`src/rtl/data_memory_arbiter.sv`:
```
// Two-port round-robin arbiter and sequencer in front of the 8-bit DataMemory.
// Port 0 is the CPU load/store unit, port 1 is the I/O/DMA engine. One access
// is in flight at a time: IDLE -> ISSUE -> (WAIT x RD_LAT) -> RESP -> IDLE.
module data_memory_arbiter #(
   parameter int ADDR_WIDTH = 8,
   parameter int DATA_WIDTH = 8,
   parameter int RD_LAT     = 1
) (
   input  logic                  clk,
   input  logic                  reset,
   input  logic                  p0_req,
   input  logic                  p0_write,
   input  logic [ADDR_WIDTH-1:0] p0_address,
   input  logic [DATA_WIDTH-1:0] p0_wdata,
   output logic                  p0_ack,
   output logic [DATA_WIDTH-1:0] p0_rdata,
   input  logic                  p1_req,
   input  logic                  p1_write,
   input  logic [ADDR_WIDTH-1:0] p1_address,
   input  logic [DATA_WIDTH-1:0] p1_wdata,
   output logic                  p1_ack,
   output logic [DATA_WIDTH-1:0] p1_rdata,
   output logic [ADDR_WIDTH-1:0] mem_address,
   output logic                  mem_write,
   output logic [DATA_WIDTH-1:0] mem_data_inputs,
   input  logic [DATA_WIDTH-1:0] mem_data_outputs,
   output logic                  busy
);

   localparam logic [1:0] IDLE  = 2'd0;
   localparam logic [1:0] ISSUE = 2'd1;
   localparam logic [1:0] WAIT  = 2'd2;
   localparam logic [1:0] RESP  = 2'd3;

   // WAIT counts down to zero; the capture happens on the cycle the count is zero.
   localparam logic [1:0] WAIT_INIT = (RD_LAT > 0) ? 2'(RD_LAT - 1) : 2'd0;

   logic [1:0] state_reg;
   logic [1:0] wait_cnt_reg;
   logic       last_grant_reg;
   logic       cmd_port_reg;
   logic       cmd_write_reg;

   logic       grant_valid;
   logic       grant_port;
   logic       capture_en;

   // Round-robin choice: a lone requester wins, a tie goes to the port not served last.
   always_comb begin
      grant_valid = p0_req | p1_req;
      if (p0_req && p1_req) begin
         grant_port = ~last_grant_reg;
      end else begin
         grant_port = p1_req;
      end
   end

   // Read data is sampled at the end of ISSUE (zero latency) or of the last WAIT cycle.
   always_comb begin
      capture_en = 1'b0;
      if (state_reg == ISSUE && !cmd_write_reg && RD_LAT == 0) begin
         capture_en = 1'b1;
      end else if (state_reg == WAIT && wait_cnt_reg == 2'd0) begin
         capture_en = 1'b1;
      end
   end

   // Sequencer: latches the winning command and steps through the access phases.
   always_ff @(posedge clk or negedge reset) begin
      if (!reset) begin
         state_reg       <= IDLE;
         wait_cnt_reg    <= 2'd0;
         last_grant_reg  <= 1'b1;
         cmd_port_reg    <= 1'b0;
         cmd_write_reg   <= 1'b0;
         mem_address     <= '0;
         mem_data_inputs <= '0;
      end else begin
         case (state_reg)
            IDLE: begin
               if (grant_valid) begin
                  cmd_port_reg    <= grant_port;
                  last_grant_reg  <= grant_port;
                  cmd_write_reg   <= grant_port ? p1_write : p0_write;
                  mem_address     <= grant_port ? p1_address : p0_address;
                  mem_data_inputs <= grant_port ? p1_wdata : p0_wdata;
                  state_reg       <= ISSUE;
               end
            end
            ISSUE: begin
               if (cmd_write_reg || RD_LAT == 0) begin
                  state_reg <= RESP;
               end else begin
                  wait_cnt_reg <= WAIT_INIT;
                  state_reg    <= WAIT;
               end
            end
            WAIT: begin
               if (wait_cnt_reg == 2'd0) begin
                  state_reg <= RESP;
               end else begin
                  wait_cnt_reg <= wait_cnt_reg - 2'd1;
               end
            end
            default: begin
               state_reg <= IDLE;
            end
         endcase
      end
   end

   // Per-port read data registers; only that port's own completed read updates them.
   always_ff @(posedge clk or negedge reset) begin
      if (!reset) begin
         p0_rdata <= '0;
         p1_rdata <= '0;
      end else if (capture_en) begin
         if (cmd_port_reg) begin
            p1_rdata <= mem_data_outputs;
         end else begin
            p0_rdata <= mem_data_outputs;
         end
      end
   end

   // Decoded outputs follow the state register, so reset clears them without a clock.
   always_comb begin
      mem_write = (state_reg == ISSUE) && cmd_write_reg;
      busy      = (state_reg != IDLE);
      p0_ack    = (state_reg == RESP) && !cmd_port_reg;
      p1_ack    = (state_reg == RESP) && cmd_port_reg;
   end

endmodule

```
`config.mk`:
```
export PLATFORM = sky130hd
export DESIGN_NAME = data_memory_arbiter
export DESIGN_NICKNAME = d
export VERILOG_FILES = /design/src/rtl/data_memory_arbiter.sv
export SDC_FILE = /design/constraint.sdc
export NUM_CORES = 1
export LEC_CHECK = 0
export BUFFER_PORTS_ARGS = -buffer_cell sky130_fd_sc_hd__buf_4
export CAP_MARGIN = 20
export CORE_MARGIN = 5
export CORE_UTILIZATION = 23
export DETAILED_ROUTE_END_ITERATION = 16
export GPL_ROUTABILITY_DRIVEN = 0
export SYNTH_ARGS = -nofsm -noshare
export SYNTH_HDL_FRONTEND = slang
export SYNTH_SLANG_ARGS = --single-unit
export TNS_END_PERCENT = 50
```
`constraint.sdc`:
```
create_clock -name clk -period 2 [get_ports clk]
set_clock_uncertainty 0.2 [all_clocks]
set_input_delay 0.3 -clock clk [delete_from_list [all_inputs] [get_ports clk]]
set_output_delay 0.3 -clock clk [all_outputs]
set_load 0.005 [all_outputs]
```
Word level (Yosys, flattened, before mapping)
Cells that the tools add are included.
{"block": "totals", "register_bits": 39, "ram_bits": 0, "rom_bits": 0, "wordCells": 47, "latch_bits": 0, "in_bits": 46, "mem_count": 0, "output_inout_bits": 36}
{"block": "op_classes", "n_reduce_logical": 15, "mux": 12, "div_mod_pow": 0, "multipliers": 0, "eq_ne": 7, "magnitude_cmp": 0, "bitwise": 3, "shift": 0, "n_addsub": 1}
{"cell": "8-bit two-way mux", "n": 2}
{"cell": "2-bit two-way mux", "n": 4}
{"cell": "2-bit AND reduction", "n": 4}
{"cell": "2-bit inequality test (second input constant)", "n": 3}
{"cell": "2-bit case mux with 3 select lines", "n": 1}
{"cell": "1-bit logical AND", "n": 5}
{"cell": "2-bit == test (second input constant)", "n": 2}
{"cell": "2-bit zero test", "n": 2}
{"cell": "1-bit two-way mux", "n": 4}
{"cell": "2-bit case mux with 2 select lines", "n": 1}
{"cell": "2-bit nonzero test", "n": 2}
{"cell": "3-bit AND reduction", "n": 1}
{"cell": "2-bit by 1-bit == test with 1-bit output (second input constant)", "n": 1}
{"cell": "2-bit by 1-bit inequality test with 1-bit output (second input constant)", "n": 1}
{"cell": "1-bit inverter", "n": 2}
{"cell": "2-bit by 1-bit subtractor with 2-bit output (second input constant)", "n": 1}
{"cell": "1-bit zero test", "n": 1}
{"cell": "1-bit bitwise OR", "n": 1}

Longest topological paths before layout
{"block": "logic_depth", "word_depth": 4, "ltp_mapped": 7, "depth_no_buf": 6}

Least setup slack after synthesis
No wires, ideal clock.
{"block": "synth_path", "path_kind": "register to register", "start": "reg state_reg[0]", "end": "reg state_reg[0]", "setup_time_ns": 0.125, "t_required_ns": 1.675, "path_stages_with_launch": 6, "arrival_ns": 1.449, "period_less_slack_ns": 1.774, "setup_slack_ns": 0.226, "path_buffers": 0, "cell_sequence": "dfrtp_1 inv_1 ha_1 inv_2 o32a_1 mux2_4"}
{"block": "synth_via", "elab_chain_len": 3, "elab_cells_between_ends": 7, "classes_between": "eq/ne (4); mux (1); reduce/logical (2)"}
{"item": "from (decl)", "line_no": "38", "source": "logic [1:0] state_reg;"}
{"item": "from (signal assigned)", "line_no": "71", "source": "state_reg <= IDLE;"}
{"item": "from (signal assigned)", "line_no": "87", "source": "state_reg <= ISSUE;"}
{"item": "from (signal assigned)", "line_no": "92", "source": "state_reg <= RESP;"}
{"item": "2-bit == test or 2-bit zero test (tied branches)", "line_no": "79", "source": "case (state_reg)"}
{"item": "2-bit by 1-bit inequality test with 1-bit output (no source line) or 2-bit inequality test (tied branches)"}
{"item": "2-bit AND reduction (no source line)"}
Parallel ways exist; a longest one is shown, timed or not.
A chain may end at the register's enable or synchronous reset.

Final worst setup path
Ends and elaborated chain as after synthesis.

==> qor.csv <==
stage;metric;value;unit
placed_design;preCtsSetupSlack;0.0777;ns
die;dieWidth;98.3;µm
clock_tree;cts_tree;yes;
status;status;finished, final reports clean;
timing;maxSlewViolCount;0;
global_route;grt_pass1_vias;1639;
placed_design;port_buffers;81;
logic_synthesis;synthTopCellsByCount;dfrtp_1 (38), a21oi_1 (36), nand2_1 (20), nor2_1 (17), mux2_2 (16);
finish;post-route-util;34.4;%
detailed_routing;firstDrtPassIters;4;
logic_synthesis;yosys_warnings;0;
clock_tree;cts_max_level;2;
critical_path;cp-end-kind;register;
finish;layout.nets;305;
clock_tree;clk_latency;0.29;ns
critical_path;r2r_cells;5;
global_route;grt_max_degree;40;
hold_path;hold-path-cell-count;2;
timing;layout_setup_ws;0.128;ns
finish;seq_area;977;µm²
logic_synthesis;synth_largest_area_cell;dfrtp_1;
power_and_ir_drop;p_total;3.82;mW
die;initial_core_util;23.5;%
timing;setup_violations;0;
finish;drive_gt1_share;45.5;%
logic_synthesis;yosys-top-cells-area;dfrtp_1 (53%), a21oi_1 (10%), mux2_2 (10%);
critical_path;crit_required;1.98;ns
global_route;gr-total-overflow;0;
finish;antenna_cells;0;
finish;fillers;779;
hold_path;hold_class;primary input to register;
finish;finalNonFillerCells;357;
die;dieArea;0.00967;mm²
timing;worstMarginPinSlew;0.833;ns
die;fp.coreArea;0.00765;mm²
timing;timing.fmax;534;MHz
detailed_routing;vias_per_cell;4.32;
detailed_routing;vias;1541;
logic_synthesis;synthesis.instances;171;
critical_path;cp-start-kind;register;
timing;final.setup.tns;0;ns
logic_synthesis;ys_seq_area_share;54.5;%
global_route;antenna_found_initial;0;
timing;rsz0062_at_grt;false;
flow_run;max_cap_viol_count;0;
timing;finalCriticalPeriod;1.87;ns
logic_synthesis;synth.cell_area;0.00179;mm²
logic_synthesis;yosys_register_bits;39;
placed_design;dp_cells;348;
logic_synthesis;synth.distinct_cells;32;
logic_synthesis;syn-num-nets;222;
detailed_routing;finalWirelength;4870;µm
finish;area_growth;46.7;%
die;chipHeight;98.3;µm
detailed_routing;postRouteAntennaNets;0;
global_route;grt_pass1_wl;8200;µm
detailed_routing;wl_per_cell;13.6;µm
logic_synthesis;async_flop_share;100;%
timing;slew_headroom;44.5;%
critical_path;crit_arrival;1.85;ns
logic_synthesis;yosysTopAreaCellShare;53.0;%
clock_tree;cts_buffer_depth;2;
power_and_ir_drop;leakagePower;1.25;nW
global_route;grt_usage;10.5;%
die;io_pins;82;
logic_synthesis;avgSynthCellArea;10.5;µm²
logic_synthesis;ys.flop_type;dfrtp_1;
clock_tree;cts-root-buf;clkbuf_8;
critical_path;worstSetupPathType;register to register;
logic_synthesis;synth.most_common_cell;dfrtp_1;
clock_tree;clk_pin_slew;0.08;ns
detailed_routing;drcViolationCount;0;
logic_synthesis;synth_edf_count;0;
placed_design;dp_hpwl;3510;µm
timing;hold_viol_final;0;
finish;multiInputGateArea;748;µm²
die;row_count;32;
power_and_ir_drop;power_density;1450;mW/mm²
power_and_ir_drop;irDropWorstVdd;486;µV
clock_tree;clock_sinks;39;
detailed_routing;first_iter_violations;65;
clock_tree;cts_buffers;5;
timing;period_share;93.6;%
critical_path;crit_path_max_fanout;5;
-- path summary, 6_finish.rpt --
kind	from	to	slack (ns)
worst max-delay path	state_reg[0]	state_reg[0]	0.13
worst min-delay path	p0_req	last_grant_reg	0.04
worst max register to register	state_reg[0]	state_reg[0]	0.13
worst min register to register	p0_rdata[2]	p0_rdata[2]	0.31
max in group asynchronous	reset	last_grant_reg	0.91
min in group asynchronous	reset	p1_rdata[7]	0.33
-- power breakdown --
group / switching, mW / leakage [nW] / internal (mW)
Sequential: 0.233 / 0.450 / 1.19
Clock: 0.290 / 0.0581 / 0.372
Combinational: 0.748 / 0.742 / 0.995
Total: 1.27 / 1.25 / 2.55
-- repair_timing --
action,CTS,global route
setup buffers,0,0
setup endpoints to repair,0,8
hold buffers,1,0
gates resized for setup,0,1
endpoints found under the hold margin,38,0
-- stage by stage --
stage / instance area (µm²) / hold WS, ns
2_1_floorplan: 1790 / -0.196
3_3_place_gp: 2500 / 0.117
3_5_place_dp: 2500 / 0.124
4_1_cts: 2630 / 0.0182
5_1_grt: 2630 / 0.0303
6_report: 2630 / 0.0365
-- layout make-up --
type | instances | area share (%)
inverter | 7 | 0.998
clock buffer | 5 | 2.61
multi-input combinational | 116 | 28.4
sequential | 39 | 37.1
tap | 102 | 4.85
clock inverter | 3 | 1.66
timing repair buffer | 85 | 24.3
-- cells by family after synthesis --
| family | count (synthesis) | synth area share (%) |
|---|---|---|
| fa+ha+maj | 5 | 3.49 |
| compound gates | 49 | 16.0 |
| flops | 39 | 54.5 |
| simple gates | 44 | 10.2 |
| buf+inv | 16 | 4.11 |
| mux | 18 | 11.7 |
-- critical path, cell delays in order (launching register included) --
cell and delay [ns]:
dfrtp_1 0.42, inv_1 0.09, ha_1 0.26, inv_2 0.08, o32a_1 0.40, mux2_4 0.31
-- layout by cell type, fill, tap and decap left out, types with 2 or more instances in the layout --
cell,synthesis,layout
nor2_1,17,17
ha_1,5,5
inv_1,5,5
o21ai_0,2,2
nand2_1,20,20
mux2_2,16,16
a21oi_1,36,36
dfrtp_1,38,38
clkbuf_8,0,5
buf_4,1,84
a31oi_1,2,2
mux2_4,2,2
-- layer usage --
metal  global-route usage, %  wire length (µm)  vias up
li1                        -                 -      749
met2                    17.5              2350       70
met4                    2.52                34        0
met1                    12.8              2050      717
met5                       0                 0        -
met3                    3.79               428        5
Note: power is estimated with default switching activity, not from simulation.
